### src/rtl/instrument_mem_arbiter.sv
// Two-port Avalon-MM arbiter sharing one memory command port, with in-order read-return routing.
// Define INSTR_ARB_FIXED_PRIO_EN for fixed priority (port 0 wins ties); default build is round-robin.
module instrument_mem_arbiter #(
    parameter int ADDR_W          = 26,
    parameter int DATA_W          = 32,
    parameter int MAX_OUTSTANDING = 8
) (
    input  logic                clk_clk,
    input  logic                reset_reset_n,
    input  logic [ADDR_W-1:0]   r0_address,
    input  logic                r0_read,
    input  logic                r0_write,
    input  logic [DATA_W-1:0]   r0_writedata,
    input  logic [DATA_W/8-1:0] r0_byteenable,
    output logic                r0_waitrequest,
    output logic [DATA_W-1:0]   r0_readdata,
    output logic                r0_readdatavalid,
    input  logic [ADDR_W-1:0]   r1_address,
    input  logic                r1_read,
    input  logic                r1_write,
    input  logic [DATA_W-1:0]   r1_writedata,
    input  logic [DATA_W/8-1:0] r1_byteenable,
    output logic                r1_waitrequest,
    output logic [DATA_W-1:0]   r1_readdata,
    output logic                r1_readdatavalid,
    output logic [ADDR_W-1:0]   m_address,
    output logic [DATA_W-1:0]   m_writedata,
    output logic [DATA_W/8-1:0] m_byteenable,
    output logic                m_read,
    output logic                m_write,
    input  logic                m_waitrequest,
    input  logic [DATA_W-1:0]   m_readdata,
    input  logic                m_readdatavalid,
    output logic [3:0]          arb_status
);
    localparam int PTR_W = $clog2(MAX_OUTSTANDING);
    localparam int CNT_W = PTR_W + 1;

    typedef enum logic [1:0] {IDLE = 2'b00, GRANT0 = 2'b01, GRANT1 = 2'b10} state_t;

    state_t            state_reg;
    logic [PTR_W-1:0]  wr_ptr_reg;
    logic [PTR_W-1:0]  rd_ptr_reg;
    logic [CNT_W-1:0]  count_reg;
    logic              id_mem [MAX_OUTSTANDING];
    logic              orphan_err_reg;
    logic [1:0]        rvalid_reg;
    logic [DATA_W-1:0] rdata_reg [2];

    logic       fifo_full;
    logic       fifo_empty;
    logic       elig0;
    logic       elig1;
    logic       grant1_sel;
    logic       accept;
    logic       push;
    logic       pop;
    logic       head_id;
    logic [1:0] ret_hit;

    assign fifo_full  = (count_reg == CNT_W'(MAX_OUTSTANDING));
    assign fifo_empty = (count_reg == '0);
    assign elig0      = r0_write | (r0_read & ~fifo_full);
    assign elig1      = r1_write | (r1_read & ~fifo_full);

`ifdef INSTR_ARB_FIXED_PRIO_EN
    assign grant1_sel = elig1 & ~elig0;
`else
    logic last_grant_reg;
    // On a tie, port 1 wins only if port 0 was the last one served.
    assign grant1_sel = elig1 & (~elig0 | ~last_grant_reg);
`endif

    always_comb begin
        m_address    = r0_address;
        m_writedata  = r0_writedata;
        m_byteenable = r0_byteenable;
        m_read       = 1'b0;
        m_write      = 1'b0;
        case (state_reg)
            GRANT0: begin
                m_read  = r0_read & ~fifo_full;
                m_write = r0_write;
            end
            GRANT1: begin
                m_address    = r1_address;
                m_writedata  = r1_writedata;
                m_byteenable = r1_byteenable;
                m_read       = r1_read & ~fifo_full;
                m_write      = r1_write;
            end
            default: ;
        endcase
    end

    assign accept         = (m_read | m_write) & ~m_waitrequest;
    assign r0_waitrequest = ~(accept & (state_reg == GRANT0));
    assign r1_waitrequest = ~(accept & (state_reg == GRANT1));
    assign push           = accept & m_read;
    assign pop            = m_readdatavalid & ~fifo_empty;
    assign head_id        = id_mem[rd_ptr_reg];

    always_ff @(posedge clk_clk) begin
        if (!reset_reset_n) begin
            state_reg <= IDLE;
`ifndef INSTR_ARB_FIXED_PRIO_EN
            last_grant_reg <= 1'b1;
`endif
        end else begin
            case (state_reg)
                IDLE: begin
                    if (elig0 | elig1)
                        state_reg <= grant1_sel ? GRANT1 : GRANT0;
                end
                GRANT0, GRANT1: begin
                    if (accept) begin
                        state_reg <= IDLE;
`ifndef INSTR_ARB_FIXED_PRIO_EN
                        last_grant_reg <= (state_reg == GRANT1);
`endif
                    end else if (!(m_read | m_write)) begin
                        // Requester withdrew its strobe: abandon the grant without a command.
                        state_reg <= IDLE;
                    end
                end
                default: state_reg <= IDLE;
            endcase
        end
    end

    always_ff @(posedge clk_clk) begin
        if (!reset_reset_n) begin
            wr_ptr_reg <= '0;
            rd_ptr_reg <= '0;
            count_reg  <= '0;
        end else begin
            if (push)
                wr_ptr_reg <= wr_ptr_reg + 1'b1;
            if (pop)
                rd_ptr_reg <= rd_ptr_reg + 1'b1;
            case ({push, pop})
                2'b10:   count_reg <= count_reg + 1'b1;
                2'b01:   count_reg <= count_reg - 1'b1;
                default: count_reg <= count_reg;
            endcase
        end
    end

    always_ff @(posedge clk_clk) begin
        if (push)
            id_mem[wr_ptr_reg] <= (state_reg == GRANT1);
    end

    genvar gi;
    generate
        for (gi = 0; gi < 2; gi++) begin : g_ret
            assign ret_hit[gi] = pop & ((gi == 1) ? head_id : ~head_id);
        end
    endgenerate

    always_ff @(posedge clk_clk) begin
        if (!reset_reset_n) begin
            rvalid_reg     <= '0;
            rdata_reg[0]   <= '0;
            rdata_reg[1]   <= '0;
            orphan_err_reg <= 1'b0;
        end else begin
            rvalid_reg <= ret_hit;
            for (int i = 0; i < 2; i++) begin
                if (ret_hit[i])
                    rdata_reg[i] <= m_readdata;
            end
            if (m_readdatavalid && fifo_empty)
                orphan_err_reg <= 1'b1;
        end
    end

    assign r0_readdatavalid = rvalid_reg[0];
    assign r1_readdatavalid = rvalid_reg[1];
    assign r0_readdata      = rdata_reg[0];
    assign r1_readdata      = rdata_reg[1];
    assign arb_status       = {orphan_err_reg, fifo_full, state_reg};

endmodule

### config.mk
export PLATFORM = sky130hd
export DESIGN_NAME = instrument_mem_arbiter
export DESIGN_NICKNAME = d
export VERILOG_FILES = /design/src/rtl/instrument_mem_arbiter.sv
export SDC_FILE = /design/constraint.sdc
export NUM_CORES = 1
export LEC_CHECK = 0
export BUFFER_PORTS_ARGS = -buffer_cell sky130_fd_sc_hd__buf_4
export CAP_MARGIN = 20
export CORE_AREA = 2 2 117 119
export DETAILED_ROUTE_END_ITERATION = 12
export DIE_AREA = 0 0 119 121
export MAX_ROUTING_LAYER = met4
export PLACE_DENSITY = 0.76
export REMOVE_ABC_BUFFERS = 1
export SLEW_MARGIN = 20
export SYNTH_ARGS = -nofsm -noshare
export SYNTH_HDL_FRONTEND = slang
export SYNTH_SLANG_ARGS = --single-unit
export TNS_END_PERCENT = 20
### constraint.sdc
create_clock -name clk_clk -period 3.73 [get_ports clk_clk]
set_input_delay 0.746 -clock clk_clk [delete_from_list [all_inputs] [get_ports clk_clk]]
set_output_delay 0.746 -clock clk_clk [all_outputs]
set_load 0.05 [all_outputs]
==> impl_metrics.ini <==
[finish]
fin_util_pct = 53.19
design_area_um2 = 6960
area_growth_pct = 64.54
largest_reg_flops = 64
drive_gt1_share_pct = 64.42
fill_cells = 1117
fin_cells = 783
layout_common_cells = 302 x buf_4, 72 x edfxtp_1, 63 x mux2_2
layout_commonest_cell = buf_4
diodes = 0
final_nets = 774

[synth]
yosysSeqAreaShare_pct = 60.10
synth_area_um2 = 4230
ys_types = 39
yosysWarnings = 0
ys_top_cells_by_area = edfxtp_1 51%, mux2_2 17%, dfxtp_1 9.0%, and3_1 4.7%, ha_1 2.4%
synth.top_cell.area_share_pct = 51.11
synth-seq-cells = 91
yosys_most_used_dff = edfxtp_1
synth_cells = 307
yosysTopAreaCell = edfxtp_1
syn_area_per_cell_um2 = 13.78
async_flop_share_pct = 0
synth_edf_count = 72

[floorplan]
die_h_um = 121
dieArea_um2 = 14400
die_w_um = 119
row_count = 42
core_um2 = 13090
io_pins = 300
start_util_pct = 32.33

[critical_path]
startpoint_type = register
path_cells = inv_1 -> ha_2 -> buf_4 -> buf_4 -> mux2_2 -> buf_4
max_stage_delay_ns = 0.54
worstSetupPathType = register to output pin
cp_max_fo = 50
critPathRequiredTime_ns = 2.98
path_common_cell = buf_4
arrival_ns = 2.47
slowest_stage = buf_4
end_kind = output pin

[timing]
final_hold_viol_count = 0
rsz0062_at_grt = false
fin_crit_sh_pct = 86.14
final-setup-viol-count = 0
finalCriticalPeriod_ns = 3.213
worst-slew-pin-transition_ns = 1.033
timing.fmax_ghz = 0.3112
drv_slew = 0
finClkSkew_ns = 0.006943
whs_ns = 0.4813
fin_ws_ns = 0.5168
finalSetupTns_ns = 0
max_slew_margin_pct = 30.84

[pwr]
power_density_nw_per_um2 = 424.9
p_sw_share_pct = 32.33
switching_power_uw = 956.2
p_leak_nw = 3.196
ir_worst_vdd_mv = 0.2586
power_frac_clock_pct = 30.4
p_comb_share_pct = 29.9
intPower_mw = 2.001
power.total_mw = 2.958
power_frac_seq_pct = 39.7

[detailed_routing]
drcViolationCount = 0
antenna_left = 0
post_drt_wl_per_cell_um = 17.97
drt_first_pass_iters = 5
viasPerCell = 4.718
wl_um = 14070
dr_total_vias = 3694
drt_iter0_drc = 232

[clock_network]
insertion_delay_ns = 0.33
clockBufferDepth = 2
h-tree-depth = 3
cts_setup_buffers = 0
clock-sinks = 91
root_buffer = clkbuf_16
ctsHoldBuffers = 0
numCtsBuffers = 9
cts_resized = 0
cts.reportedPaths.clkPinSlew_ns = 0.07
tritoncts = yes

[global_route]
grt-ovfl-total = 0
grt_pass1_vias = 3830
antenna_found_initial = 0
grt_first_pass_wirelength_um = 20400
grt_max_degree = 51
grt_use_total_pct = 19.19

[status]
outcome = finished clean

[placed_design]
gp_congestion = 0.9260
dpl.cell_count = 767
place_worst_setup_slack_ns = 0.7217
dp_hpwl_um = 11420
place_area_um2 = 6660
portBuffers = 299

[worst_hold_path]
hold_class = register to register

[job]
drv_cap = 0
[final cells by class]
type	instances	area [um2]	share of cell area (%)
flip-flops and latches	91	2542	36.53
clock buffers	10	229.0	3.290
well taps	176	220.2	3.164
repair buffers	302	2267	32.57
multi-input cells	189	1592	22.87
inverters	9	38.79	0.5573
clock inverters	6	71.32	1.025
[power groups by stage]
| stage | registers [mW] | clock network (mW) | logic, mW |
|---|---|---|---|
| after floorplan | 1.37 | 0 | 0.367 |
| after global placement | 1.19 | 0 | 0.881 |
| after detailed placement | 1.20 | 0 | 0.887 |
| after CTS | 1.18 | 0.926 | 0.889 |
| after global routing | 1.18 | 0.962 | 0.921 |
| final | 1.18 | 0.899 | 0.883 |
[path summary, 6_finish.rpt]
check	start	to	slack (ns)	depth (start not counted)
max reg2reg	state_reg[0]	count_reg[2]	0.77	12
min reg2reg	orphan_err_reg	orphan_err_reg	0.48	2
max	state_reg[0]	m_writedata[3]	0.52	6
min	orphan_err_reg	orphan_err_reg	0.48	2
[layer usage]
layer	global-route usage [%]	vias up	part of all wire, %
li1	-	1732	-
met1	21.67	1723	39
met2	32.69	221	49
met3	6.673	18	9.7
met4	4.911	0	1.9
met5	-	-	0
[kinds of logic after synthesis]
group	count (synthesis)	share of synthesized area, %
adder cells (fa/ha/maj)	8	2.366
flip-flops	91	60.10
AO/OA/AOI/OAI	22	3.490
XOR/XNOR	5	1.035
multiplexers	71	19.28
AND/OR/NAND/NOR	83	10.86
buffers and inverters	27	2.869
[cell usage after synthesis, drive strengths merged (3+ instances only)]
cell,count
a21oi,7
mux2,64
nand2b,6
nor2,16
dfxtp,19
clkbuf,15
mux2i,5
nor3,6
and3,32
ha,8
xor2,4
edfxtp,72
o21ai,6
nand2,13
buf,3
inv,7
[critical path, delay by kind of cell, from the launching register on]
family / cells / cell delay [ns]
mux: 1 / 0.43
buf+inv: 4 / 1.13
fa+ha+maj: 1 / 0.19
flops: 1 / 0.34
Note: power is estimated with default switching activity, not from simulation.
